[src/rtl/dmem_arb_pkg.sv]
// Shared types and default sizes for the data-memory arbiter.
// The FSM state enum, the requester port indices and the default widths live here.
package dmem_arb_pkg;

    typedef enum logic [1:0] {
        IDLE   = 2'd0,
        ACCESS = 2'd1,
        RESP   = 2'd2
    } state_t;

    localparam int PORT_CPU = 0;
    localparam int PORT_LDR = 1;

    localparam int DEF_DATA_W = 16;
    localparam int DEF_ADDR_W = 16;
    localparam int DEF_DEPTH  = 256;

endpackage

[src/rtl/rr_pick2.sv]
// Combinational 2-way round-robin selector.
// On a tie, the port that was not served last wins.
module rr_pick2
    import dmem_arb_pkg::*;
(
    input  logic [1:0] req,
    input  logic       last,
    output logic       valid,
    output logic       winner
);

    always_comb begin
        valid  = |req;
        winner = 1'b0;
        case (req)
            2'b01:   winner = 1'b0;
            2'b10:   winner = 1'b1;
            2'b11:   winner = ~last;
            default: winner = 1'b0;
        endcase
    end

endmodule

[src/rtl/dmem_arbiter.sv]
// Two-port round-robin arbiter and sequencer for the shared data memory.
// Each granted transaction runs IDLE -> ACCESS -> RESP and returns a one-cycle ack.
module dmem_arbiter
    import dmem_arb_pkg::*;
#(
    parameter int DATA_W = DEF_DATA_W,
    parameter int ADDR_W = DEF_ADDR_W,
    parameter int DEPTH  = DEF_DEPTH
) (
    input  logic              clk,
    input  logic              reset,
    input  logic              rq0_req,
    input  logic              rq0_we,
    input  logic [ADDR_W-1:0] rq0_addr,
    input  logic [DATA_W-1:0] rq0_wdata,
    output logic              rq0_gnt,
    output logic              rq0_ack,
    output logic              rq0_err,
    output logic [DATA_W-1:0] rq0_rdata,
    input  logic              rq1_req,
    input  logic              rq1_we,
    input  logic [ADDR_W-1:0] rq1_addr,
    input  logic [DATA_W-1:0] rq1_wdata,
    output logic              rq1_gnt,
    output logic              rq1_ack,
    output logic              rq1_err,
    output logic [DATA_W-1:0] rq1_rdata,
    output logic              mem_we,
    output logic              mem_re,
    output logic [ADDR_W-1:0] mem_addr,
    output logic [DATA_W-1:0] mem_wdata,
    input  logic [DATA_W-1:0] mem_rdata
);

    localparam logic [ADDR_W:0] DEPTH_L = (ADDR_W+1)'(DEPTH);

    state_t            state, nxt;
    logic              last_q;
    logic              win_q;
    logic              we_q;
    logic [ADDR_W-1:0] addr_q;
    logic [DATA_W-1:0] wdata_q;
    logic [DATA_W-1:0] rdata_q;

    logic              pick_vld;
    logic              pick_win;
    logic              in_range;
    logic [1:0]        gnt_v;
    logic [1:0]        ack_v;
    logic [1:0]        err_v;

    rr_pick2 u_pick (
        .req    ({rq1_req, rq0_req}),
        .last   (last_q),
        .valid  (pick_vld),
        .winner (pick_win)
    );

    assign in_range = ({1'b0, addr_q} < DEPTH_L);

    always_ff @(posedge clk) begin
        if (reset) begin
            state   <= IDLE;
            last_q  <= 1'b1;
            win_q   <= 1'b0;
            we_q    <= 1'b0;
            addr_q  <= '0;
            wdata_q <= '0;
            rdata_q <= '0;
        end else begin
            state <= nxt;
            case (state)
                IDLE: begin
                    if (pick_vld) begin
                        win_q   <= pick_win;
                        we_q    <= pick_win ? rq1_we    : rq0_we;
                        addr_q  <= pick_win ? rq1_addr  : rq0_addr;
                        wdata_q <= pick_win ? rq1_wdata : rq0_wdata;
                    end
                end
                ACCESS: begin
                    // Out-of-range reads return zero rather than whatever the bus holds.
                    if (!we_q)
                        rdata_q <= in_range ? mem_rdata : '0;
                end
                RESP: last_q <= win_q;
                default: ;
            endcase
        end
    end

    always_comb begin
        nxt       = state;
        mem_we    = 1'b0;
        mem_re    = 1'b0;
        mem_addr  = '0;
        mem_wdata = '0;
        gnt_v     = 2'b00;
        ack_v     = 2'b00;
        err_v     = 2'b00;
        case (state)
            IDLE: begin
                if (pick_vld)
                    nxt = ACCESS;
            end
            ACCESS: begin
                nxt          = RESP;
                gnt_v[win_q] = 1'b1;
                if (in_range) begin
                    mem_we    = we_q;
                    mem_re    = !we_q;
                    mem_addr  = addr_q;
                    mem_wdata = wdata_q;
                end
            end
            RESP: begin
                nxt          = IDLE;
                gnt_v[win_q] = 1'b1;
                ack_v[win_q] = 1'b1;
                err_v[win_q] = !in_range;
            end
            default: nxt = IDLE;
        endcase
        // Reset must suppress a write even when it lands in the middle of ACCESS.
        if (reset) begin
            mem_we    = 1'b0;
            mem_re    = 1'b0;
            mem_addr  = '0;
            mem_wdata = '0;
            gnt_v     = 2'b00;
            ack_v     = 2'b00;
            err_v     = 2'b00;
        end
    end

    assign rq0_gnt   = gnt_v[PORT_CPU];
    assign rq1_gnt   = gnt_v[PORT_LDR];
    assign rq0_ack   = ack_v[PORT_CPU];
    assign rq1_ack   = ack_v[PORT_LDR];
    assign rq0_err   = err_v[PORT_CPU];
    assign rq1_err   = err_v[PORT_LDR];
    assign rq0_rdata = ack_v[PORT_CPU] ? rdata_q : '0;
    assign rq1_rdata = ack_v[PORT_LDR] ? rdata_q : '0;

endmodule
[config.mk]
export PLATFORM = sky130hd
export DESIGN_NAME = dmem_arbiter
export DESIGN_NICKNAME = d
export VERILOG_FILES = /design/src/rtl/dmem_arb_pkg.sv /design/src/rtl/rr_pick2.sv /design/src/rtl/dmem_arbiter.sv
export SDC_FILE = /design/constraint.sdc
export NUM_CORES = 1
export LEC_CHECK = 0
export ABC_AREA = 1
export ABC_CLOCK_PERIOD_IN_PS = 1500
export BUFFER_PORTS_ARGS = -buffer_cell sky130_fd_sc_hd__buf_2
export CAP_MARGIN = 20
export CORE_MARGIN = 4
export CORE_UTILIZATION = 43
export CTS_BUF_LIST = sky130_fd_sc_hd__clkbuf_4
export DETAILED_ROUTE_END_ITERATION = 7
export MAX_ROUTING_LAYER = met4
export PLACE_DENSITY = 0.82
export SLEW_MARGIN = 20
export SYNTH_ARGS = -nofsm -noshare
export SYNTH_HDL_FRONTEND = slang
export SYNTH_SLANG_ARGS = --single-unit
export TNS_END_PERCENT = 5
[constraint.sdc]
create_clock -name clk -period 1.5 [get_ports clk]
set_input_delay 0.45 -clock clk [delete_from_list [all_inputs] [get_ports clk]]
set_output_delay 0.45 -clock clk [all_outputs]
set_load 0.005 [all_outputs]
==> out/metrics.csv <==
metric;value;unit
clock insertion delay at the later pin of the skew report;370;ps
synth unique cells;28;
Hold-fix buffers, CTS;0;
Finished Layout Cells;765;
R2R setup slack;20;ps
Comb power frac;0.314;
Max clock buf depth;2;
clock root buffer;clkbuf_4;
vias in the first global route;3168;
die area;8620;µm²
Setup crit start kind;flip-flop;
final hold vios;0;
largest net degree at the start of global routing;42;
worst vdd ir;410;µV
slowest CP cell;dfxtp_4;
Setup violations, final;64;
CP Max Fanout;3;
RSZ-0062 raised after global routing;yes;
# rows;30;
IO Count;158;
hpwl dp;6.31;mm
minimum clock period;2000;ps
synth warn;0;
Static Leak;2.21;nW
Design Area, Final;4360;µm²
sw frac;0.340;
area delta synth->final;40.9;%
leading cell type in the layout, fill and taps excluded;buf_2;
worst path cell trace;inv_2 > ha_4 > inv_1 > nor2_4 > inv_2 > nor4_4 > buf_2;
fin crit share;1.33;
status;finished with violations;
ant diodes;0;
CTS clk-pin slew, worst paths;140;ps
FMAX;0.500;GHz
most frequent CP cell;inv_2;
gr usage total;0.192;
sequential power share;0.493;
global-route wire length before repair;13.4;mm
Pre-Repair DR Iteration Count;4;
WL final;8.48;mm
# DRC;0;
Die W;92.8;µm
die span in y;92.8;µm
CP Capture Type;output pin;
clock power share;0.193;
share of cells above drive strength 1;0.371;
Fill cells;648;
Syn Area/Cell;6.04;µm²
Pint;2.18;mW
WL/cell;11.1;µm
RePlAce Congestion;0.785;
dpl cells;750;
clk sinks;53;
failing checks;negative setup slack;
antenna viol nets, final;0;
net switching power;1.12;mW
total CTS buffers;5;
Max Clock Skew;9.12;ps
core area;6910;µm²
pwr dens;758;nW/µm²
Seq/Total Area, Yosys;0.343;
arrival time at the worst endpoint;1550;ps
Setup CP Type;reg2out;
largest stage delay on the critical path;390;ps
initial drt markers;94;
Tightest Hold Check Type;in2reg;
Syn Inst Count;512;
CTS tree;done;
Area after DPL;4060;µm²
Pins Over Slew Limit;0;
IO buf count;149;
final setup margin;-501;ps
synthesis-stage register bit count;53;
Data required, critical path;1050;ps
Initial Util;0.448;
initial antenna violation count;0;
most frequent cells in the layout;147 x buf_2, 131 x nor2_1, 110 x nand2_1;
CP delay by family, top;flip-flops;
Vias;3498;
CP Buf/Inv Count;4;
Layout Nets;758;
grt total ovfl;0;
DR vias/cell;4.57;
Synth Cell Area;3090;µm²
htree depth;2;
number of max-cap violations;0;
-- area by class of cell --
class	count	area (µm²)	share of cell area
Inverter	61	236	0.0542
Clock inverter	2	10.0	0.00230
Clock buffer	6	45.0	0.0103
Sequential cell	53	1070	0.246
Timing Repair Buffer	177	1040	0.239
Tap cell	96	120	0.0275
Multi-Input combinational cell	370	1830	0.420
-- path summary, 6_finish.rpt --
| path | startpoint | cells past startpoint | to |
|---|---|---|---|
| worst min register to register | rdata_q[0]$_SDFFE_PP0P_ | 2 | rdata_q[0]$_SDFFE_PP0P_ |
| worst max register to register | state[0]$_SDFFE_PP0P_ | 9 | addr_q[15]$_SDFFE_PP0P_ |
| worst min-delay path | mem_rdata[2] | 3 | rdata_q[2]$_SDFFE_PP0P_ |
| worst max-delay path | state[1]$_SDFFE_PP0P_ | 7 | mem_re |
-- registers in the layout (all words and copies together), names as in the netlist --
name,cells
addr_q,16
rdata_q,16
win_q,1
state,2
wdata_q,16
we_q,1
last_q,1
-- tightest hold or removal path, cell delays in order --
cell and delay (ps):
buf_2 90, nand3_1 70, a21oi_1 50
-- cells by family after synthesis --
| family | synth area share |
|---|---|
| AND/OR/NAND/NOR | 0.391 |
| buffers and inverters | 0.159 |
| AO/OA/AOI/OAI | 0.0894 |
| flip-flops | 0.343 |
| adder cells (fa/ha/maj) | 0.0162 |
| other | 0.00121 |
-- power groups by stage --
stage / sequential, mW / clock, mW / combinational [mW]
after global routing: 1.65 / 0.721 / 1.16
final: 1.63 / 0.638 / 1.04
after floorplan: 1.63 / 0 / 0.658
after CTS: 1.63 / 0.660 / 0.999
after global placement: 1.65 / 0 / 0.887
after detailed placement: 1.65 / 0 / 0.908
-- routing by layer --
layer  track usage  share of wire  up-vias
met5             -              0        -
met1         0.217           0.43     1518
met4        0.0525          0.017        0
met2         0.342           0.48      137
met3        0.0414          0.074       13
li1              -              -     1830
-- repair_timing --
action / CTS / global route
pin swaps: 13 / 1
resized for setup: 25 / 26
buffers inserted: 4 / 1
gates cloned: 2 / 0
endpoints found under the setup margin: 66 / 95
endpoints found under the hold margin: 0 / 0
-- per-stage QoR --
step | hold WS, ps | power (mW) | setup WS [ps] | utilization | TNS [ps]
global placement | 450 | 2.53 | -206 | 0.588 | -8350
CTS | 312 | 3.29 | -515 | 0.617 | -30180
finish | 331 | 3.31 | -501 | 0.631 | -29370
global route | 301 | 3.53 | -605 | 0.631 | -36260
detailed placement | 454 | 2.56 | -217 | 0.588 | -9630
floorplan | 444 | 2.29 | -63.9 | - | -1080
-- synthesized netlist by cell type --
cell type | instances | area, µm²
a21oi_1 | 18 | 90.1
a31oi_1 | 1 | 6.26
buf_1 | 2 | 7.51
buf_2 | 8 | 40.0
buf_4 | 10 | 75.1
buf_6 | 10 | 113
clkbuf_1 | 6 | 22.5
clkbuf_2 | 1 | 5.00
conb_1 | 1 | 3.75
dfxtp_1 | 53 | 1060
ha_1 | 4 | 50.1
inv_1 | 57 | 214
inv_2 | 4 | 15.0
nand2_1 | 112 | 420
nand2_2 | 1 | 6.26
nand2_4 | 1 | 11.3
nand3_1 | 17 | 85.1
nor2_1 | 163 | 612
nor2_2 | 2 | 12.5
nor2_4 | 2 | 22.5
nor2_8 | 1 | 20.0
nor3_1 | 1 | 5.00
nor3_2 | 1 | 10.0
nor4_1 | 1 | 6.26
o21ai_0 | 29 | 145
o21ai_1 | 4 | 20.0
o21ai_2 | 1 | 8.76
o22ai_1 | 1 | 6.26
No activity file was read; power rests on OpenSTA's default activity.
